File: config.mk
export PLATFORM = sky130hd
export DESIGN_NAME = button_event_decoder_flat
export DESIGN_NICKNAME = d
export VERILOG_FILES = /design/src/rtl/button_event_decoder_if.sv /design/src/rtl/button_event_decoder.sv /design/src/flat_wrapper.sv
export SDC_FILE = /design/constraint.sdc
export NUM_CORES = 1
export LEC_CHECK = 0
export ABC_AREA = 1
export CORE_ASPECT_RATIO = 0.9
export CORE_MARGIN = 1.5
export CORE_UTILIZATION = 41
export CTS_CLUSTER_SIZE = 20
export DETAILED_ROUTE_END_ITERATION = 8
export DONT_BUFFER_PORTS = 1
export PLACE_DENSITY = 0.62
export SLEW_MARGIN = 10
export SYNTH_ARGS = -nofsm -noshare
export SYNTH_HDL_FRONTEND = slang
export SYNTH_SLANG_ARGS = --single-unit
File: constraint.sdc
create_clock -name clk -period 2.9 [get_ports clk]
set_input_delay 0.87 -clock clk [delete_from_list [all_inputs] [get_ports clk]]
set_output_delay 0.87 -clock clk [all_outputs]
set_load 0.01 [all_outputs]
File: src/rtl/button_event_decoder_if.sv
// Control/event bundle between the debouncer side and the UI logic.
// master: drives en/din, reads events. slave: the decoder.
interface button_event_decoder_if;
    logic en;
    logic din;
    logic short_pulse;
    logic long_pulse;
    logic double_pulse;
    logic held;
    logic busy;

    modport master (
        output en,
        output din,
        input  short_pulse,
        input  long_pulse,
        input  double_pulse,
        input  held,
        input  busy
    );

    modport slave (
        input  en,
        input  din,
        output short_pulse,
        output long_pulse,
        output double_pulse,
        output held,
        output busy
    );
endinterface

File: src/rtl/button_event_decoder.sv
// Classifies debounced button presses into short/long/double events.
// Ports: clk, rst_ (async, active-low), bus (en, din in; pulses, held, busy out).
module button_event_decoder #(
    parameter int LONG_CYC    = 10_000_000,
    parameter int DBL_GAP_CYC = 2_500_000,
    parameter int CNT_W       = 24
) (
    input  logic                   clk,
    input  logic                   rst_,
    button_event_decoder_if.slave  bus
);

    typedef enum logic [2:0] {
        IDLE,
        PRESS1,
        GAP,
        PRESS2,
        LONG_HELD
    } state_t;

    localparam logic [CNT_W-1:0] ONE    = CNT_W'(1);
    localparam logic [CNT_W-1:0] LONG_N = CNT_W'(LONG_CYC);
    localparam logic [CNT_W-1:0] GAP_N  = CNT_W'(DBL_GAP_CYC);

    state_t           state;
    logic [CNT_W-1:0] cnt;
    logic [CNT_W-1:0] cnt_inc;
    logic             din_q;
    logic             rise;
    logic             fall;
    logic             short_q;
    logic             long_q;
    logic             double_q;
    logic             held_q;
    logic             busy_q;

    assign rise = bus.din & ~din_q;
    assign fall = ~bus.din & din_q;

    // Saturating increment: the count never wraps back below a threshold.
    always_comb begin
        cnt_inc = cnt;
        if (!(&cnt)) begin
            cnt_inc = cnt + ONE;
        end
    end

    always_ff @(posedge clk or negedge rst_) begin
        if (!rst_) begin
            state    <= IDLE;
            cnt      <= '0;
            din_q    <= 1'b0;
            short_q  <= 1'b0;
            long_q   <= 1'b0;
            double_q <= 1'b0;
            held_q   <= 1'b0;
            busy_q   <= 1'b0;
        end else begin
            // din_q tracks din even while disabled, so a button already
            // down when en rises is not seen as a new press.
            din_q    <= bus.din;
            short_q  <= 1'b0;
            long_q   <= 1'b0;
            double_q <= 1'b0;
            if (!bus.en) begin
                state  <= IDLE;
                cnt    <= '0;
                held_q <= 1'b0;
                busy_q <= 1'b0;
            end else begin
                unique case (state)
                    IDLE: begin
                        if (rise) begin
                            state  <= PRESS1;
                            cnt    <= ONE;
                            busy_q <= 1'b1;
                        end
                    end
                    PRESS1: begin
                        if (fall) begin
                            state <= GAP;
                            cnt   <= ONE;
                        end else if (cnt_inc == LONG_N) begin
                            state  <= LONG_HELD;
                            cnt    <= '0;
                            long_q <= 1'b1;
                            held_q <= 1'b1;
                        end else begin
                            cnt <= cnt_inc;
                        end
                    end
                    GAP: begin
                        if (rise) begin
                            state <= PRESS2;
                            cnt   <= ONE;
                        end else if (cnt_inc == GAP_N) begin
                            state   <= IDLE;
                            cnt     <= '0;
                            short_q <= 1'b1;
                            busy_q  <= 1'b0;
                        end else begin
                            cnt <= cnt_inc;
                        end
                    end
                    PRESS2: begin
                        if (fall) begin
                            state    <= IDLE;
                            cnt      <= '0;
                            double_q <= 1'b1;
                            busy_q   <= 1'b0;
                        end else if (cnt_inc == LONG_N) begin
                            // A long second press overrides the pending double.
                            state  <= LONG_HELD;
                            cnt    <= '0;
                            long_q <= 1'b1;
                            held_q <= 1'b1;
                        end else begin
                            cnt <= cnt_inc;
                        end
                    end
                    LONG_HELD: begin
                        if (fall) begin
                            state  <= IDLE;
                            cnt    <= '0;
                            held_q <= 1'b0;
                            busy_q <= 1'b0;
                        end
                    end
                    default: begin
                        state  <= IDLE;
                        cnt    <= '0;
                        held_q <= 1'b0;
                        busy_q <= 1'b0;
                    end
                endcase
            end
        end
    end

    assign bus.short_pulse  = short_q;
    assign bus.long_pulse   = long_q;
    assign bus.double_pulse = double_q;
    assign bus.held         = held_q;
    assign bus.busy         = busy_q;

endmodule

File: src/flat_wrapper.sv
// flat-port wrapper written by rule: the top's interface ports become plain ports
module button_event_decoder_flat 
#(
    parameter int LONG_CYC    = 10_000_000,
    parameter int DBL_GAP_CYC = 2_500_000,
    parameter int CNT_W       = 24
)
  (clk, rst_, bus_en, bus_din, bus_short_pulse, bus_long_pulse, bus_double_pulse, bus_held, bus_busy);
  button_event_decoder_if bus_i ();
  input  logic clk;
  input  logic rst_;
  input wire logic [$bits(bus_i.en)-1:0] bus_en;
  input wire logic [$bits(bus_i.din)-1:0] bus_din;
  output wire logic [$bits(bus_i.short_pulse)-1:0] bus_short_pulse;
  output wire logic [$bits(bus_i.long_pulse)-1:0] bus_long_pulse;
  output wire logic [$bits(bus_i.double_pulse)-1:0] bus_double_pulse;
  output wire logic [$bits(bus_i.held)-1:0] bus_held;
  output wire logic [$bits(bus_i.busy)-1:0] bus_busy;
  assign bus_i.en = bus_en;
  assign bus_i.din = bus_din;
  assign bus_short_pulse = bus_i.short_pulse;
  assign bus_long_pulse = bus_i.long_pulse;
  assign bus_double_pulse = bus_i.double_pulse;
  assign bus_held = bus_i.held;
  assign bus_busy = bus_i.busy;
  button_event_decoder #(.LONG_CYC(LONG_CYC), .DBL_GAP_CYC(DBL_GAP_CYC), .CNT_W(CNT_W)) u_core (.clk(clk), .rst_(rst_), .bus(bus_i));
endmodule
# Yosys cells after proc, flatten, opt, wreduce, memory -nomap -nowiden
# Cells that the tools add are included.
# totals
in_bits	4
register_bits	33
# op_classes
n_reduce_logical	9
eq_ne	16
bitwise	4
mux	40
addsub	1
# ops
cell	count
24-bit 2-to-1 mux	9
24-bit one-hot mux with 5 select lines	1
24-bit by 1-bit adder with 24-bit output, second input constant	1
24-bit by 22-bit equality test with 1-bit output, second input constant	1
24-bit equality test, second input constant	1
3-bit 2-to-1 mux	8
24-bit AND reduction	1
1-bit 2-to-1 mux	19
3-bit by 2-bit inequality test with 1-bit output, second input constant	5
3-bit one-hot mux with 5 select lines	1
3-bit by 2-bit equality test with 1-bit output, second input constant	2
3-bit inequality test, second input constant	2
2-bit OR reduction	3
5-bit AND reduction	1
2-bit inequality test, second input constant	2
4-bit by 2-bit inequality test with 1-bit output, second input constant	1
1-bit one-hot mux with 4 select lines	1
4-bit AND reduction	1
3-bit by 1-bit equality test with 1-bit output, second input constant	1
3-bit equality test, second input constant	1
3-bit zero test	1
1-bit one-hot mux with 3 select lines	1
3-bit AND reduction	1
1-bit AND	2
other kinds (2)	3

# Longest topological paths before layout
# logic_depth
word_depth	7
ltp_mapped	18

# Worst setup path before layout
# Ideal clock, no wire load.
# synth_path
path_kind	register to register
start	register u_core.cnt[0]
end	register u_core.cnt[13]
stages_incl_launch_ff	19
arrival_ps	2176
setup_slack_ps	607
n_path_buf	2
t_required_ps	2782
path_cell_list	dfrtp_1 > ha_1 > nand2_2 > nor2_4 > nand2_2 > nor2_4 > nand2_2 > buf_6 > nand2_2 > nand3_2 > nor2_2 > nand2_1 > nor2_2 > nand2_1 > nand2_2 > nand2_4 > buf_6 > nand3_1 > nand2_1
# synth_via
elab_chain_len	7
elab_cells_between_ends	12
# synth_lines
element	line	source
start: declaration	button_event_decoder.sv:26	logic [CNT_W-1:0] cnt;
start signal: assignment	button_event_decoder.sv:89	cnt <= cnt_inc;
start signal: assignment	button_event_decoder.sv:102	cnt <= cnt_inc;
start signal: assignment	button_event_decoder.sv:118	cnt <= cnt_inc;
24-bit by 1-bit adder with 24-bit output or 24-bit AND reduction (tied branches)	button_event_decoder.sv:44, button_event_decoder.sv:43	
24-bit 2-to-1 mux *	button_event_decoder.sv:43	if (!(&cnt)) begin
24-bit equality test or 24-bit by 22-bit equality test with 1-bit output (tied branches)	button_event_decoder.sv:83, button_event_decoder.sv:111, button_event_decoder.sv:96	
24-bit 2-to-1 mux, on equally long branches	button_event_decoder.sv:83, button_event_decoder.sv:111, button_event_decoder.sv:96	
24-bit 2-to-1 mux, on equally long branches	button_event_decoder.sv:106, button_event_decoder.sv:80, button_event_decoder.sv:93	
24-bit one-hot mux with 5 select lines *	button_event_decoder.sv:71	unique case (state)
24-bit 2-to-1 mux *	button_event_decoder.sv:65	if (!bus.en) begin
# Mark *: on every way between the ends. The rest lies on a longest branch, timed or not.
# A chain may end at the register's enable or synchronous reset.

# Worst setup path after layout
# layout_path
start	register u_core.cnt[0]
end	register u_core.cnt[14]
# The elaborated chain is that of the path after synthesis.

==> out/metrics.yaml <==
worst_setup_path:
  ff2ff_setup_slack_ps: 220
  r2r_cells: 16
  endpoint: "u_core.cnt[14]"
  cp-start-kind: "register"
  reg2reg_to: "u_core.cnt[14]"
  critPathKind: "reg2reg"
  timing.rr.start: "u_core.cnt[0]"
  slowest_delay_ps: 450
  cp_max_fo: 23
  worstPathCellList: "buf_4 -> nand3_1 -> inv_1 -> nand2_1 -> o21bai_1 -> nand2_1 -> nand2_2 -> inv_1 -> nor2_1 -> nand2_1 -> nor2_1 -> nand2_1 -> nand2_2 -> nand2_8 -> nand3_1 -> nand2_1"
  cp.required_ps: 3070
  path_common_cell: "nand2_1"
  end_kind: "register"
  crit_path_start: "u_core.cnt[0]"
  worstPathArrival_ps: 2850
  crit_slowest_cell: "dfrtp_1"
place:
  dp_hpwl_mm: 5.76
  numPortBuffers: 0
  pre_cts_ws_ps: 155
  gp_congestion: 0.982
clocking:
  cts_inserted_buffers: 5
  cts_tree: "yes"
  insertion_delay_ps: 300
  cts_root_buf: "clkbuf_8"
  hold_buffers: 0
  cts.sinks: 33
  cts_buffer_depth: 2
  cts-htree-levels: 2
  postCtsSetupRepairBufs: 0
  clkTransAtPathRegs_ps: 80
run_status:
  status: "finished, final reports clean"
min_path:
  hp-class: "in2async"
synth:
  synth_fp_nets: 427
  synth_top_family_by_area: "simple AND/OR/NAND/NOR gates"
  netlist_area_sq_um: 2680
  yosysUniqueCellTypes: 32
  synth_mux_area_share_pct: 0
  synth_cells: 422
  ys.warnings.count: 0
  syn_avg_cell_area_sq_um: 6.34
  yosys.area_share.simple_pct: 55.1
  yosys-top-cells-area: "dfrtp_1 (31%), nand2_1 (21%), nand3_1 (9.0%)"
  synth_compound_area_share_pct: 3.41
  synth_top_area_share_pct: 30.9
  synth_seq_area_share_pct: 30.9
  synth.largest_area_cell: "dfrtp_1"
  ys_ff_latch: 33
  synth-adder-area-share_pct: 0.468
  synth_xor_area_share_pct: 2.29
routing:
  wl_mm: 7.56
  drtPass1Iterations: 4
  drtIter0Drc: 235
  vias: 2726
  vias_per_cell: 5.24
  drtAntennaViolNets: 0
  drc_errors: 0
  wl_per_cell_microns: 14.5
floorplan:
  die_h_microns: 79.6
  fp.coreArea_sq_um: 6220
  start_util_pct: 43.0
  die_w_microns: 88.1
  ios: 9
  rows: 27
  die-area_sq_um: 7020
power_and_ir_drop:
  peakVddDrop_v: 0.000221
  leakage_nw: 1.39
  power_density_nw_per_um2: 339
  finalPower_uw: 996
global_route:
  grt_pass1_vias: 2611
  gr-total-overflow: 0
  antenna_found_initial: 0
  grt_pass1_wl_mm: 12.6
  grt_max_degree: 34
  track_usage_pct: 23.6
layout:
  final_nets: 437
  drive_above_1_share_pct: 13.4
  utilization_pct: 47.2
  n_antenna_cell: 0
  layout_common_cells: "nand2_1 (149), nor2_1 (53), nand3_1 (48)"
  syn_to_final_growth_pct: 9.68
  fillers: 652
  final_common_cell: "nand2_1"
sta:
  setup_viol: 0
  layout_setup_ws_ps: 223
  finalHoldViolCount: 0
  finalMaxSlewViolations: 0
  relSlewSlack_pct: 72.4
  fmax_mhz: 374
  period_needed_ps: 2680
  finalClockSkew_ps: 14.4
  period_share_pct: 92.3
  worst_pin_slew_ps: 411
flow_run:
  cap_viol_max_count: 0
[worst min path at each step]
stage / start / endpoint / cells past startpoint
final: rst_ / u_core.cnt[7] / 0
after detailed placement: u_core.bus.busy / u_core.bus.busy / 2
after floorplan: u_core.cnt[23] / u_core.cnt[23] / 2
after global placement: u_core.bus.busy / u_core.bus.busy / 2
after global routing: rst_ / u_core.cnt[7] / 0
after CTS: rst_ / u_core.cnt[7] / 0
[per-stage QoR]
stage | hold slack [ps] | std cells | area [sq um] | setup TNS, ps
after floorplan | 493 | 422 | 2680 | 0
after CTS | 256 | 520 | 2910 | 0
after global placement | 527 | 512 | 2820 | 0
final | 255 | 520 | 2930 | 0
after global routing | 246 | 520 | 2930 | -1.95
after detailed placement | 533 | 512 | 2820 | 0
[report_power, final]
group	internal (mW)	switching (mW)
Combinational	0.0524	0.108
Clock	0.167	0.184
Sequential	0.471	0.0138
Total	0.690	0.306
[cell usage after synthesis, drive strengths merged]
cell type,instances
a21o,1
a21oi,5
a22oi,1
a311oi,1
and2,1
buf,7
clkbuf,4
clkinv,1
dfrtp,33
ha,1
inv,37
nand2,161
nand3,59
nand3b,2
nand4,15
nor2,64
nor3,13
nor3b,1
nor4,1
o21ai,1
o21bai,4
o31ai,1
or2,1
xnor2,4
xor2,3
[what timing repair did]
item	in CTS	in global routing
endpoints found under the hold margin	0	0
gates resized for setup	0	5
endpoints found under the setup margin	0	23
[cells by family after synthesis]
group,after synthesis
AO/OA/AOI/OAI,14
buffers and inverters,49
adder cells (fa/ha/maj),1
AND/OR/NAND/NOR,318
XOR/XNOR,7
flip-flops,33
[layer usage]
layer	track usage (%)	up-vias	routed length [microns]
met1	34.4	1249	3610
met2	34.4	83	3180
li1	-	1379	-
met5	0	-	0
met4	9.22	0	164
met3	4.24	15	606
[registers in the layout, summed over array words and instances, names as in the netlist]
register                 cells
u_core.bus.double_pulse      1
u_core.bus.busy              1
u_core.state                 3
u_core.bus.short_pulse       1
u_core.bus.held              1
u_core.bus.long_pulse        1
u_core.cnt                  24
u_core.din_q                 1
[cell type report]
class / count / area [sq um] / area share (%)
Clock inverter: 2 / 10.0 / 0.341
Sequential cell: 33 / 826 / 28.1
Timing Repair Buffer: 14 / 105 / 3.58
Tap cell: 87 / 109 / 3.71
Multi-Input combinational cell: 340 / 1670 / 56.9
Clock buffer: 6 / 72.6 / 2.47
Inverter: 38 / 143 / 4.86
[critical path, delay by kind of cell (launching register included)]
family	cells	cell delay (ps)
compound gates	1	230
simple gates	12	1450
buf+inv	3	410
flops	1	450
No activity file was read; power rests on OpenSTA's default activity.
